$ cat src/rtl/ser_pkg.sv
`default_nettype none
// +----------------------------------------------------------------------+
// | ser_pkg                                                              |
// | Shared types and helpers for the serial bit feeder.                  |
// | Rev 1.0 - initial release                                            |
// +----------------------------------------------------------------------+
package ser_pkg;

  typedef enum logic {
    IDLE  = 1'b0,
    SHIFT = 1'b1
  } state_t;

  localparam int C_W_MIN = 2;
  localparam int C_W_MAX = 32;

  function automatic bit params_legal(input int w, input int msb_first, input int idle_level);
    return (w >= C_W_MIN) && (w <= C_W_MAX) &&
           (msb_first == 0 || msb_first == 1) &&
           (idle_level == 0 || idle_level == 1);
  endfunction

  function automatic int cnt_w(input int w);
    return $clog2(w);
  endfunction

endpackage
`default_nettype wire

$ cat src/rtl/ser_hold_reg.sv
`default_nettype none
// +----------------------------------------------------------------------+
// | ser_hold_reg                                                         |
// | One-word prefetch holding register with occupancy flag.              |
// | Rev 1.0 - initial release                                            |
// +----------------------------------------------------------------------+
module ser_hold_reg #(
  parameter int W = 8
) (
  input  logic         clk,
  input  logic         rst,
  input  logic         load,
  input  logic         take,
  input  logic [W-1:0] d,
  output logic [W-1:0] q,
  output logic         hold_v
);

  logic [W-1:0] r_q;
  logic         r_v;

  // load and take are mutually exclusive: a word is only accepted while empty
  always_ff @(posedge clk or negedge rst) begin
    if (!rst) begin
      r_q <= '0;
      r_v <= 1'b0;
    end else if (load) begin
      r_q <= d;
      r_v <= 1'b1;
    end else if (take) begin
      r_v <= 1'b0;
    end
  end

  assign q      = r_q;
  assign hold_v = r_v;

endmodule
`default_nettype wire

$ cat src/rtl/serial_bit_feeder.sv
`default_nettype none
// +----------------------------------------------------------------------+
// | serial_bit_feeder                                                    |
// | Parallel-to-serial feeder for the 1010 detector; optional one-word   |
// | prefetch enabled by defining SER_PREFETCH_EN.                        |
// | Rev 1.0 - initial release                                            |
// +----------------------------------------------------------------------+
module serial_bit_feeder #(
  parameter int W          = 8,
  parameter int MSB_FIRST  = 1,
  parameter int IDLE_LEVEL = 0
) (
  input  logic         clk,
  input  logic         rst,
  input  logic [W-1:0] in_data,
  input  logic         in_valid,
  output logic         in_ready,
  input  logic         bit_en,
  output logic         x,
  output logic         x_valid,
  output logic         word_done,
  output logic         busy
);

  import ser_pkg::*;

  localparam int             C_CW   = cnt_w(W);
  localparam logic [C_CW-1:0] C_LAST = C_CW'(W - 1);
  localparam logic           C_IDLE = (IDLE_LEVEL != 0);

  generate
    if (!params_legal(W, MSB_FIRST, IDLE_LEVEL)) begin : g_bad_params
      $error("serial_bit_feeder: illegal parameter set");
    end
  endgenerate

  state_t          r_state;
  logic [C_CW-1:0] r_cnt;
  logic [W-1:0]    r_shift;

  logic         w_xfer;
  logic         w_is_last;
  logic         w_end;
  logic         w_in_ready;
  logic         w_hold_v;
  logic [W-1:0] w_hold_q;
  logic [W-1:0] w_shift_next;
  logic         w_out_bit;

  assign w_xfer    = in_valid && w_in_ready;
  assign w_is_last = (r_state == SHIFT) && (r_cnt == C_LAST);
  assign w_end     = w_is_last && bit_en;

  generate
    if (MSB_FIRST != 0) begin : g_msb_first
      assign w_out_bit    = r_shift[W-1];
      assign w_shift_next = {r_shift[W-2:0], 1'b0};
    end else begin : g_lsb_first
      assign w_out_bit    = r_shift[0];
      assign w_shift_next = {1'b0, r_shift[W-1:1]};
    end
  endgenerate

`ifdef SER_PREFETCH_EN
  logic w_hold_load;
  logic w_hold_take;

  // A word arriving on the last-bit edge bypasses the holder when it is empty
  assign w_in_ready  = !w_hold_v;
  assign w_hold_load = w_xfer && (r_state == SHIFT) && !w_end;
  assign w_hold_take = w_end && w_hold_v;

  ser_hold_reg #(
    .W (W)
  ) u_hold (
    .clk    (clk),
    .rst    (rst),
    .load   (w_hold_load),
    .take   (w_hold_take),
    .d      (in_data),
    .q      (w_hold_q),
    .hold_v (w_hold_v)
  );
`else
  assign w_in_ready = (r_state == IDLE);
  assign w_hold_v   = 1'b0;
  assign w_hold_q   = '0;
`endif

  always_ff @(posedge clk or negedge rst) begin
    if (!rst) begin
      r_state <= IDLE;
      r_cnt   <= '0;
      r_shift <= '0;
    end else begin
      case (r_state)
        IDLE: begin
          if (w_xfer) begin
            r_shift <= in_data;
            r_cnt   <= '0;
            r_state <= SHIFT;
          end
        end
        SHIFT: begin
          if (bit_en) begin
            if (r_cnt == C_LAST) begin
              r_cnt <= '0;
              if (w_hold_v) begin
                r_shift <= w_hold_q;
              end else if (w_xfer) begin
                r_shift <= in_data;
              end else begin
                r_state <= IDLE;
              end
            end else begin
              r_cnt   <= r_cnt + 1'b1;
              r_shift <= w_shift_next;
            end
          end
        end
        default: r_state <= IDLE;
      endcase
    end
  end

  assign in_ready  = w_in_ready;
  assign x         = (r_state == SHIFT) ? w_out_bit : C_IDLE;
  assign x_valid   = (r_state == SHIFT);
  assign word_done = w_is_last;
  assign busy      = (r_state == SHIFT) || w_hold_v;

endmodule
`default_nettype wire

$ cat config.mk
export PLATFORM = sky130hd
export DESIGN_NAME = serial_bit_feeder
export DESIGN_NICKNAME = d
export VERILOG_FILES = /design/src/rtl/ser_pkg.sv /design/src/rtl/ser_hold_reg.sv /design/src/rtl/serial_bit_feeder.sv
export SDC_FILE = /design/constraint.sdc
export NUM_CORES = 1
export LEC_CHECK = 0
export BUFFER_PORTS_ARGS = -buffer_cell sky130_fd_sc_hd__buf_4
export CAP_MARGIN = 10
export CORE_MARGIN = 10
export CORE_UTILIZATION = 30
export CTS_BUF_LIST = sky130_fd_sc_hd__clkbuf_8
export DETAILED_ROUTE_END_ITERATION = 10
export GPL_TIMING_DRIVEN = 0
export PLACE_DENSITY = 0.49
export SYNTH_ARGS = -nofsm -noshare
export SYNTH_HDL_FRONTEND = slang
export SYNTH_HIERARCHICAL = 1
export SYNTH_SLANG_ARGS = --single-unit
export TNS_END_PERCENT = 20
$ cat constraint.sdc
create_clock -name clk -period 1.4 [get_ports clk]
set_input_delay 0.14 -clock clk [delete_from_list [all_inputs] [get_ports clk]]
set_output_delay 0.14 -clock clk [all_outputs]
set_load 0.01 [all_outputs]
* After elaboration in Yosys (flattened, before gate mapping)
Cells that the tools add are included.
Cells by class: $add $sub $neg 1, eq/ne operators 3, mux-type cells 13, bitwise gates (word level) 1, reductions and logical operators 3
Operators by type and width (number):
- $mux 8 | 3
- $pmux 8 s2 | 1
- $mux 3 | 3
- $pmux 3 s2 | 1
- $mux 1 | 4
- $ne 2x2->1 const B | 2
- $add 3x1->3 const B | 1
- $eq 3x3->1 const B | 1
- $logic_and 1x1->1 | 2
- $pmux 1 s2 | 1
- $reduce_and 2->1 | 1
- $not 1->1 | 1
Word-level totals: flip-flop bits (word level) 12, input port bits 12, logic and storage cells 24

* Depth between registers and ports, before layout
depth after elaboration 6, depth in mapped cells 5, depth with buffers taken out 5

* Worst setup path before layout
OpenSTA, ideal clock, no wires.
kind reg-to-reg, start register r_cnt[0], end register r_shift[3], arrival time 1.342 ns, data required time 1.274 ns, slack -0.069 ns, stages on the path, launching flop included 6, buffers on the path 0, cells stage by stage dfrtp_1 -> ha_1 -> ha_1 -> and2b_1 -> a21oi_2 -> a221o_1
Between the ends: longest elaborated chain between the ends 4
RTL lines:
- from (decl) | RTL line serial_bit_feeder.sv:38 | logic [C_CW-1:0] r_cnt;
- from (signal assigned) | RTL line serial_bit_feeder.sv:116 | r_cnt <= r_cnt + 1'b1;
- $eq 3x3->1 | RTL line serial_bit_feeder.sv:106 | if (r_cnt == C_LAST) begin
- $mux 8 | RTL line serial_bit_feeder.sv:106
- $mux 8 | RTL line serial_bit_feeder.sv:105 | if (bit_en) begin
- $pmux 8 s2 | RTL line serial_bit_feeder.sv:96 | case (r_state)
- to (signal assigned) | RTL line serial_bit_feeder.sv:99 | r_shift <= in_data;
- to (signal assigned) | RTL line serial_bit_feeder.sv:109 | r_shift <= w_hold_q;
- to (signal assigned) | RTL line serial_bit_feeder.sv:111 | r_shift <= in_data;
- to (decl) | RTL line serial_bit_feeder.sv:39 | logic [W-1:0] r_shift;
Every way passes these cells. The select of a mux whose other input is x is not followed. A chain may end at the register's enable or synchronous reset.

* Final worst setup path
start register r_cnt[0], end register r_shift[2]
The elaborated chain is that of the path after synthesis.

==> metrics <==
Post-Syn Nets approximately 70; root buffer cell clkbuf_8; Total GRT Usage under 10%; fin. max-slew vios 0; first-pass GRT wire length approximately 2400 um; max-cap violations 0; failing checks negative setup slack; WL final 1490 um; drt drc 0; RSZ-0062 raised after global routing yes; HP Class input pin to register; final setup TNS -0.203 ns; antenna-violating nets left 0; Port-buffer cells 15; die span in y 65.5 um; synth unique cells 25; pwr/cell area approximately 2100 nW/um^2; Final Power about 1.9 mW; number of global-route vias before repair 540; Final Hold Vio Count 0; Top FF cell, synth dfrtp_1; synth-to-layout area growth 45.5%; Critical Path Start Type register; Net count, final 92; # diodes 0; kind of critical path register to register; largest fanout on the critical path 4; I/O pin count 17; Layout Utilization 46.1%; number of antenna violations at the first check in global routing 0; Post-Syn Area slightly above 600 um^2; main area contributors after synthesis dfrtp_1, o22ai_1, a2bb2oi_1, ha_1, a221o_1; DP Area roughly 790 um^2; Arr. time, crit path roughly 1.6 ns; GR Overflow Total 0; area share of the largest cell type after synthesis around half; drt via density about 4.8; Worst-Margin Slew between 0.3 and 0.4 ns; die width roughly 66 um; Post-Syn Instances 54; Total Die Area 4290 um^2; share of layout cells above drive strength 1 about 51%; worst hold slack about 0.10 ns; TritonRoute pass-1 iters 2; TritonCTS Buffers 3; Post-synth EDFFs 0; cell accounting for the most synthesized area dfrtp_1; register area share after synthesis 48.3%; via count a little over 500; worst skew pair latency roughly 0.24 ns; total clock sinks 12; maximum vdd drop 0.971 mV; row count 16; clk buf depth 2; minimum clock period 1.47 ns; outcome finished, violations left; WP data required approximately 1.5 ns; Yosys warning count 6; H-tree depth 1; TritonCTS clock tree done; clk_skew ~0.0032 ns; Leakage 0.407 nW; largest net degree at the start of global routing 13; hpwl dp about 1100 um; setup ws final -0.0650 ns; Crit. End Element register; Routed wire per std cell roughly 14 um; clock-pin slew on the worst setup and hold paths 0.06 ns; asr flop ratio synth between 90% and 100%; final instance area between 900 and 1000 um^2; Core Area 1960 um^2; Synth Area per Inst 11.5 um^2; setup violators final 5; initial DRC count 2; Relative slew margins about 75%; crit share post-route 105%; effective utilization at floorplan a little under a third; Yosys reg bits 12; gp weighted congestion roughly 0.70; f_max 0.683 GHz
## final timing paths
| kind | startpoint | to | slack [ns] | cells after the start |
|---|---|---|---|---|
| max reg2reg | r_cnt[0]$_DFFE_PN0P_ | r_shift[2]$_DFFE_PN0P_ | -0.07 | 5 |
| min | in_valid | r_cnt[0]$_DFFE_PN0P_ | 0.10 | 2 |
| min reg2reg | r_shift[2]$_DFFE_PN0P_ | r_shift[2]$_DFFE_PN0P_ | 0.50 | 1 |
| max in group asynchronous | rst | r_shift[2]$_DFFE_PN0P_ | 0.97 | 2 |
| max | r_cnt[0]$_DFFE_PN0P_ | r_shift[2]$_DFFE_PN0P_ | -0.07 | 5 |
| min in group asynchronous | rst | r_shift[1]$_DFFE_PN0P_ | 0.27 | 2 |
## where the power goes
| part | total, mW | internal [mW] | leakage, nW | switching (mW) |
|---|---|---|---|---|
| logic | 0.859 | 0.505 | 0.237 | 0.354 |
| registers | 0.634 | 0.505 | 0.142 | 0.129 |
| clock network | 0.384 | 0.249 | 0.0288 | 0.136 |
## registers in the layout, indices dropped and copies added, names as in the netlist
register and flops:
busy 1, r_shift 8, r_cnt 3
## layout make-up
class	instances	area, um^2
sequential	12	300
tap	27	33.8
inverter	2	7.51
timing repair buffer	19	149
fill	210	1060
multi-input combinational	38	347
clock buffer	4	55.1
buffer	2	12.5
## placed cells by master (no fill, tap or decap), types with 2 or more instances in the layout
cell | synthesis | routed
buf_4 | 1 | 18
dfrtp_1 | 12 | 12
o22ai_1 | 6 | 5
nand2_1 | 4 | 4
clkbuf_8 | 0 | 4
inv_1 | 2 | 2
and2_2 | 2 | 2
and3_1 | 2 | 2
a221o_1 | 2 | 2
a2bb2oi_2 | 0 | 2
mux2i_1 | 2 | 2
o21ai_0 | 2 | 2
a2bb2oi_1 | 4 | 2
## worst max-delay path, stage by stage, from the launching register on
cell and delay [ns]:
dfrtp_1 0.39, ha_2 0.20, ha_4 0.16, and2b_2 0.23, a21oi_2 0.07, a221o_1 0.30
## Yosys cell counts, types with 2 or more instances
cell / n
o21ai_0: 2
a221o_1: 2
a2bb2oi_1: 4
mux2i_1: 2
ha_1: 2
dfrtp_1: 12
and3_1: 2
nand2_1: 4
and2_2: 2
inv_1: 2
o22ai_1: 6
## metrics by stage
| step | std cells | setup WS (ns) |
|---|---|---|
| CTS | 103 | -0.0709 |
| global route | 104 | -0.123 |
| floorplan | 54 | -0.00305 |
| global placement | 96 | -0.114 |
| detailed placement | 96 | -0.129 |
| finish | 104 | -0.0650 |
## timing repair
action,4_1_cts,5_1_grt
buffers inserted,2,1
pin swaps,2,4
gates resized for setup,3,3
hold buffers,1,0
endpoints found under the hold margin,12,0
endpoints found under the setup margin,8,8
## cells by family after synthesis
family,share of synthesized area [%]
buf+inv,3.22
flops,48.3
simple gates,15.3
compound gates,26.0
mux,3.22
fa+ha+maj,4.02
## metal layers
layer  share of wire (%)  routed length [um]  vias up  track usage, %
met3                 6.4                  95        2            3.22
met4                0.81                  12        0            4.01
li1                    -                   -      251               -
met5                   0                   0        -               0
met1                  47                 702      241            8.28
met2                  46                 679        9            10.5
No activity file was read; power rests on OpenSTA's default activity.
